$ cat src/rtl/rail_pkg.sv
// Shared definitions for the rail crossing blocks: detector state encoding,
// default detector parameters and the signal light codes.
package rail_pkg;

  typedef enum logic [1:0] {
    IDLE  = 2'd0,
    OCC   = 2'd1,
    FAULT = 2'd2
  } det_state_t;

  typedef enum logic [1:0] {
    RED    = 2'd0,
    YELLOW = 2'd1,
    GREEN  = 2'd2
  } light_t;

  localparam int DEF_DEBOUNCE_CYCLES = 4;
  localparam int DEF_MAX_TRAINS      = 3;
  localparam int DEF_TIMEOUT_CYCLES  = 1024;

endpackage

$ cat src/rtl/sensor_debounce.sv
// One track sensor: 2-flop synchronizer, counting debouncer and a registered
// one-cycle pulse on each 0->1 change of the filtered value.
module sensor_debounce
  import rail_pkg::*;
#(
  parameter int DEBOUNCE_CYCLES = DEF_DEBOUNCE_CYCLES
) (
  input  logic clk,
  input  logic clr,
  input  logic raw,
  output logic filt,
  output logic rise
);

  // The last count before the filtered value flips; reaching it with the
  // input still different completes DEBOUNCE_CYCLES stable cycles.
  localparam logic [7:0] CNT_LAST = 8'(DEBOUNCE_CYCLES - 1);

  logic       sync1;
  logic       sync2;
  logic [7:0] cnt;

  // Bring the asynchronous sensor into the clk domain.
  always_ff @(posedge clk or posedge clr) begin
    if (clr) begin
      sync1 <= 1'b0;
      sync2 <= 1'b0;
    end else begin
      sync1 <= raw;
      sync2 <= sync1;
    end
  end

  // Filter: accept a new level only after it has persisted; the rise pulse is
  // registered together with the filtered value so it lines up with it.
  always_ff @(posedge clk or posedge clr) begin
    if (clr) begin
      filt <= 1'b0;
      rise <= 1'b0;
      cnt  <= '0;
    end else begin
      rise <= 1'b0;
      if (sync2 == filt) begin
        cnt <= '0;
      end else if (cnt == CNT_LAST) begin
        filt <= sync2;
        rise <= sync2;
        cnt  <= '0;
      end else begin
        cnt <= cnt + 8'd1;
      end
    end
  end

endmodule

$ cat src/rtl/train_presence_detector.sv
// Counts trains between the approach and exit sensors and drives the gate
// controller's train input; any doubt about the count keeps train asserted.
module train_presence_detector
  import rail_pkg::*;
#(
  parameter int DEBOUNCE_CYCLES = DEF_DEBOUNCE_CYCLES,
  parameter int MAX_TRAINS      = DEF_MAX_TRAINS,
  parameter int TIMEOUT_CYCLES  = DEF_TIMEOUT_CYCLES
) (
  input  logic       clk,
  input  logic       clr,
  input  logic       approach_raw,
  input  logic       exit_raw,
  input  logic       fault_ack,
  output logic       train,
  output logic [3:0] occupancy,
  output logic       fault,
  output logic       overflow
);

  // Timer is a down-counter: loaded with TIMEOUT_CYCLES-1, the timeout fires
  // on the edge after it hits zero, i.e. TIMEOUT_CYCLES edges after the load.
  localparam int            TW       = $clog2(TIMEOUT_CYCLES);
  localparam logic [TW-1:0] TMR_LOAD = TW'(TIMEOUT_CYCLES - 1);
  localparam logic [3:0]    MAX_OCC  = 4'(MAX_TRAINS);

  logic          app_filt;
  logic          app_rise;
  logic          ext_filt;
  logic          ext_rise;
  det_state_t    state;
  det_state_t    state_nxt;
  logic [TW-1:0] tmr;
  logic [TW-1:0] tmr_nxt;
  logic [3:0]    occ_nxt;
  logic          ovf_nxt;
  logic          arr_only;
  logic          dep_only;
  logic          event_any;
  logic          unexpected;
  logic          timeout;
  logic          ack_ok;

  sensor_debounce #(.DEBOUNCE_CYCLES(DEBOUNCE_CYCLES)) u_approach (
    .clk  (clk),
    .clr  (clr),
    .raw  (approach_raw),
    .filt (app_filt),
    .rise (app_rise)
  );

  sensor_debounce #(.DEBOUNCE_CYCLES(DEBOUNCE_CYCLES)) u_exit (
    .clk  (clk),
    .clr  (clr),
    .raw  (exit_raw),
    .filt (ext_filt),
    .rise (ext_rise)
  );

  // Next count, flags, state and timer from the current events.
  always_comb begin
    arr_only   = app_rise & ~ext_rise;
    dep_only   = ext_rise & ~app_rise;
    event_any  = app_rise | ext_rise;
    unexpected = dep_only && (occupancy == 4'd0);
    timeout    = (state == OCC) && !event_any && (tmr == '0);
    ack_ok     = (state == FAULT) && fault_ack && !app_filt && !ext_filt;

    occ_nxt = occupancy;
    ovf_nxt = overflow;
    if (arr_only) begin
      if (occupancy == MAX_OCC) ovf_nxt = 1'b1;
      else                      occ_nxt = occupancy + 4'd1;
    end else if (dep_only && (occupancy != 4'd0)) begin
      occ_nxt = occupancy - 4'd1;
    end

    state_nxt = state;
    case (state)
      IDLE: begin
        if (unexpected)                                 state_nxt = FAULT;
        else if (arr_only && (occupancy != MAX_OCC))    state_nxt = OCC;
      end
      OCC: begin
        if (unexpected || timeout)                      state_nxt = FAULT;
        else if (dep_only && (occupancy == 4'd1))       state_nxt = IDLE;
      end
      FAULT: begin
        if (ack_ok)                                     state_nxt = IDLE;
      end
      default: state_nxt = IDLE;
    endcase

    // An accepted acknowledge wipes the count; sensors are quiet so no event
    // can coincide with it.
    if (ack_ok) begin
      occ_nxt = 4'd0;
      ovf_nxt = 1'b0;
    end

    if ((state == OCC) && (state_nxt == OCC) && !event_any) tmr_nxt = tmr - 1'b1;
    else                                                    tmr_nxt = TMR_LOAD;
  end

  // Detector FSM with registered count, flags and decoded outputs.
  always_ff @(posedge clk or posedge clr) begin
    if (clr) begin
      state     <= IDLE;
      occupancy <= 4'd0;
      overflow  <= 1'b0;
      fault     <= 1'b0;
      train     <= 1'b0;
      tmr       <= '0;
    end else begin
      state     <= state_nxt;
      occupancy <= occ_nxt;
      overflow  <= ovf_nxt;
      fault     <= (state_nxt == FAULT);
      train     <= (state_nxt != IDLE);
      tmr       <= tmr_nxt;
    end
  end

endmodule

$ cat config.mk
export PLATFORM = sky130hd
export DESIGN_NAME = train_presence_detector
export DESIGN_NICKNAME = d
export VERILOG_FILES = /design/src/rtl/rail_pkg.sv /design/src/rtl/sensor_debounce.sv /design/src/rtl/train_presence_detector.sv
export SDC_FILE = /design/constraint.sdc
export NUM_CORES = 1
export LEC_CHECK = 0
export BUFFER_PORTS_ARGS = -buffer_cell sky130_fd_sc_hd__buf_2
export CORE_ASPECT_RATIO = 1.75
export CORE_MARGIN = 1
export CORE_UTILIZATION = 35
export DETAILED_ROUTE_END_ITERATION = 6
export GPL_TIMING_DRIVEN = 1
export SETUP_SLACK_MARGIN = 0.4
export SYNTH_ARGS = -nofsm -noshare
export SYNTH_HDL_FRONTEND = slang
export SYNTH_HIERARCHICAL = 1
export SYNTH_SLANG_ARGS = --single-unit
$ cat constraint.sdc
create_clock -name clk -period 1.9 [get_ports clk]
set_input_delay 0.38 -clock clk [delete_from_list [all_inputs] [get_ports clk]]
set_output_delay 0.38 -clock clk [all_outputs]
set_load 0.03 [all_outputs]
==> results.md <==
- The flow ran to the end, and the final reports show no timing, DRC or antenna violations.
- In this run, synthesis inferred 0 flip-flops with an integrated enable.
- At the pin with the least slew margin, the transition time is 463.1 ps.
- The total cell area at the placement stage is 2270 µm².
- Power spread over the standard cell area amounts to 1209 nW/µm².
- Counting instances in the post-synthesis netlist gives the leading cell types as 43 x sky130_fd_sc_hd__dfrtp_1, 24 x sky130_fd_sc_hd__nor2_1, 15 x sky130_fd_sc_hd__nand2_1, 12 x sky130_fd_sc_hd__inv_1, 12 x sky130_fd_sc_hd__nand3_1.
- For this run the aggregate overflow at the end of global routing stands at 0.
- The unique cell type count in the Yosys netlist is 38.
- The clock-pin transition on the worst setup and hold timing paths is 80 ps.
- The share of Yosys cell area claimed by the top area cell type is 0.5206.
- Setup repair after global routing could not meet its margin everywhere.
- The clock insertion delay at the later pin of the skew report is 290 ps.
- The arrival time of data at the critical path endpoint is 1850 ps.
- For this run, the total global-route usage over all layers was measured as 0.1417.
- The number of maximum-capacitance constraint violations is 0.
- The cell area after synthesis is 2067 µm².
- The final net count is 242.
- In this run the count of I/O pins placed on the die edge is 12.
- Summed over all cells, the static leakage comes to 0.001089 µW.
- The total count of hold-check failures in the final report is 0.
- The accumulated negative setup slack is 0 ps.
- Entering global routing, the biggest net connects 20 pins.
- The final routed wire length divided by cell count is 12.35 µm.
- The number of nets with antenna violations after routing is 0.
- The final max-slew violation count was 0.
- Synthesis handed over a netlist of 195 instances.
- After detailed routing, the number of vias per cell comes to 4.980.
- The initial DRC count is 74.
- The minimum period implied by the final worst setup slack is 1674 ps.
- The number of DRC violations after detailed routing is 0.
- The total half-perimeter wirelength after legalization and detailed placement is 2.636 mm.
- The area growth from synthesis to layout is 22.94%.
- The required time at the endpoint of the critical path is 2080 ps.
- The synthesized area per cell is 10.60 µm².
- The launching instance or port of the critical path is tmr[5]$_DFF_PP0_.
- The clock tree from TritonCTS is yes.
- The floorplan has 36 rows.
- In the synthesized netlist the async set-or-reset flop fraction comes to 1.000.
- At the end of routability-driven placement, the weighted congestion stood at 0.8130.
- The total CTS buffers is 5.
- The hold buffer count at CTS is 0.
- The startpoint identified for the worst register-to-register timing path is tmr[5]$_DFF_PP0_.
- The first global-routing pass estimated 6.755 mm of wire.
- The die extent in y is 103.7 µm.
- The root buffer cell is sky130_fd_sc_hd__clkbuf_8.
- The share of the cycle needed by the critical path after routing is 0.8811.
- For this run, the register share of the synthesized area comes to 0.5206.
- The overall routed net length is 3.792 mm.
- Based on the critical path, the design can be clocked at up to 0.5974 GHz.
- After synthesis the netlist holds a flip-flop and latch count of 43.
- The total setup violations reported at the end of the flow is 0.
- The number of buffers on the longest clock path is 2.
- The initial antenna violation count was 0.
- Port buffering added 11 buffers.
- The clock arrives with 5.929 ps of skew.
- The initial core utilization is 0.3671.
- The normalized max-slew margin is 0.6910.
- The launching element type of the critical path is a flop.
- The via count of the first global-routing pass is 1,601.
- The post-route standard cell area excluding fillers is 2541 µm².
- The clock net in this run drives a total of 43 sinks.
- The total inserted antenna cells is 0.
- The die width is 60.09 µm.
- The worst-case IR drop observed on VDD is 367.2 µV.
- The detailed router placed 1,529 vias in this run.
- The total iterations of the first detailed-routing run is 2.
- In the synthesized netlist the dominant register cell turns out to be sky130_fd_sc_hd__dfrtp_1.
- The synthesized netlist net count is 207.
- The critical path class is flop to flop.
- The die covers 6229 µm².
- The kind of end point of the critical path is a flop.
- Along the worst path, the maximum fanout reaches 2.
- In this run the number of H-tree levels came out at 2.
- The layout cell share with drive strength beyond 1 is 0.2771.
- The total area inside the core boundary comes to 5630 µm².
- The leading area contributor after synthesis is sky130_fd_sc_hd__dfrtp_1.
- The total of warnings raised by yosys is 6.
- sky130_fd_sc_hd__dfrtp_1 is the most common cell in the netlist.
- In this run the worst hold path is classified as primary input to async pin.
- After synthesis, the cell types taking the most area are sky130_fd_sc_hd__dfrtp_1 52%, sky130_fd_sc_hd__nor2_1 4.4%, sky130_fd_sc_hd__ha_1 4.2%.
## metal layers
| metal | global-route usage | vias up | part of all wire |
|---|---|---|---|
| met5 | 0 | - | 0 |
| met4 | 0.07641 | 0 | 0.031 |
| met3 | 0.02372 | 11 | 0.018 |
| met2 | 0.2452 | 20 | 0.55 |
| met1 | 0.1563 | 749 | 0.40 |
| li1 | - | 749 | - |
## final timing paths
| path | end | slack, ps | cells past startpoint |
|---|---|---|---|
| worst max-delay path | tmr[9]$_DFF_PP0_ | 230 | 4 |
| min in group clk | u_exit/sync1$_DFF_PP0_ | 200 | 1 |
| worst min register to register | u_exit/sync2$_DFF_PP0_ | 350 | 0 |
| max in group asynchronous | u_exit/sync2$_DFF_PP0_ | 1460 | 2 |
| worst max register to register | tmr[9]$_DFF_PP0_ | 230 | 4 |
| worst min-delay path | u_approach/filt$_DFFE_PP0P_ | 110 | 2 |
## cells by family after synthesis
logic type	Yosys count	synth area share
and+or+nand+nor	81	0.2113
DFF	43	0.5206
AOI/OAI and AO/OA	28	0.09565
xor gates and xnor gates	17	0.07204
buffers and inverters	13	0.02421
adders and majority gates	7	0.04237
muxes	6	0.03390
## critical path: stages, from the launching register on
cell and delay [ps]:
sky130_fd_sc_hd__dfrtp_1 390, sky130_fd_sc_hd__or4_4 570, sky130_fd_sc_hd__nor4_4 170, sky130_fd_sc_hd__nand2_1 80
sky130_fd_sc_hd__a221o_1 350
## what timing repair did
| action | 4_1_cts | 5_1_grt |
|---|---|---|
| pin swaps | 5 | 3 |
| endpoints found under the setup margin | 14 | 18 |
| buffers inserted | 8 | 5 |
| gates resized for setup | 5 | 10 |
| endpoints found under the hold margin | 0 | 0 |
## sequential cells by signal, indices dropped and copies added, names as in the netlist, 2 cells and up
signal and count:
u_approach/cnt 8, tmr 10, occupancy 4, state 2, u_exit/cnt 8
## through the flow
step,hold WS [ps],util,power [µW],setup slack (ps),instances
after floorplan,244.7,-,1990,299.1,195
after CTS,130.9,0.4389,3029,237.2,302
after detailed placement,334.7,0.4031,2247,229.2,286
after global placement,332.2,0.4031,2231,266.3,286
after global routing,140.1,0.4513,3302,154.9,307
final,107.3,0.4513,3073,226.0,307
## layout by cell type (no fill, tap or decap), types with 2 or more instances in the layout
cell / instances
sky130_fd_sc_hd__a31o_2: 2
sky130_fd_sc_hd__inv_2: 2
sky130_fd_sc_hd__dfrtp_1: 38
sky130_fd_sc_hd__nor3b_1: 4
sky130_fd_sc_hd__mux2_4: 2
sky130_fd_sc_hd__nor2_1: 23
sky130_fd_sc_hd__or3_1: 8
sky130_fd_sc_hd__nor4_4: 2
sky130_fd_sc_hd__inv_1: 10
sky130_fd_sc_hd__a41o_1: 2
sky130_fd_sc_hd__ha_4: 2
sky130_fd_sc_hd__buf_2: 11
sky130_fd_sc_hd__xnor2_1: 8
sky130_fd_sc_hd__nand3_1: 12
sky130_fd_sc_hd__o21ai_1: 2
sky130_fd_sc_hd__nor4_2: 2
sky130_fd_sc_hd__dfrtp_2: 5
sky130_fd_sc_hd__nand2_1: 15
sky130_fd_sc_hd__ha_1: 5
sky130_fd_sc_hd__clkbuf_8: 7
sky130_fd_sc_hd__a21oi_1: 5
sky130_fd_sc_hd__mux2i_1: 3
sky130_fd_sc_hd__o21ai_0: 7
sky130_fd_sc_hd__a21oi_2: 3
sky130_fd_sc_hd__xor2_1: 8
sky130_fd_sc_hd__nor3_1: 2
sky130_fd_sc_hd__buf_4: 18
sky130_fd_sc_hd__nor2b_1: 2
sky130_fd_sc_hd__nand4_1: 2
## area by class of cell
class                   instances  area (µm²)
fillers                       537        3089
flip-flops and latches         43        1082
multi-input cells             139        1028
repair buffers                 29       190.2
clock buffers                   8       100.1
well taps                      76       95.09
inverters                      12       45.04
## power by group
part           total (µW)  leakage [µW]  internal, µW  switching, µW
Clock                 631     0.0000515           332            299
Sequential           1310      0.000516          1090            218
Combinational        1130      0.000521           527            604
Note: power is estimated with default switching activity, not from simulation.
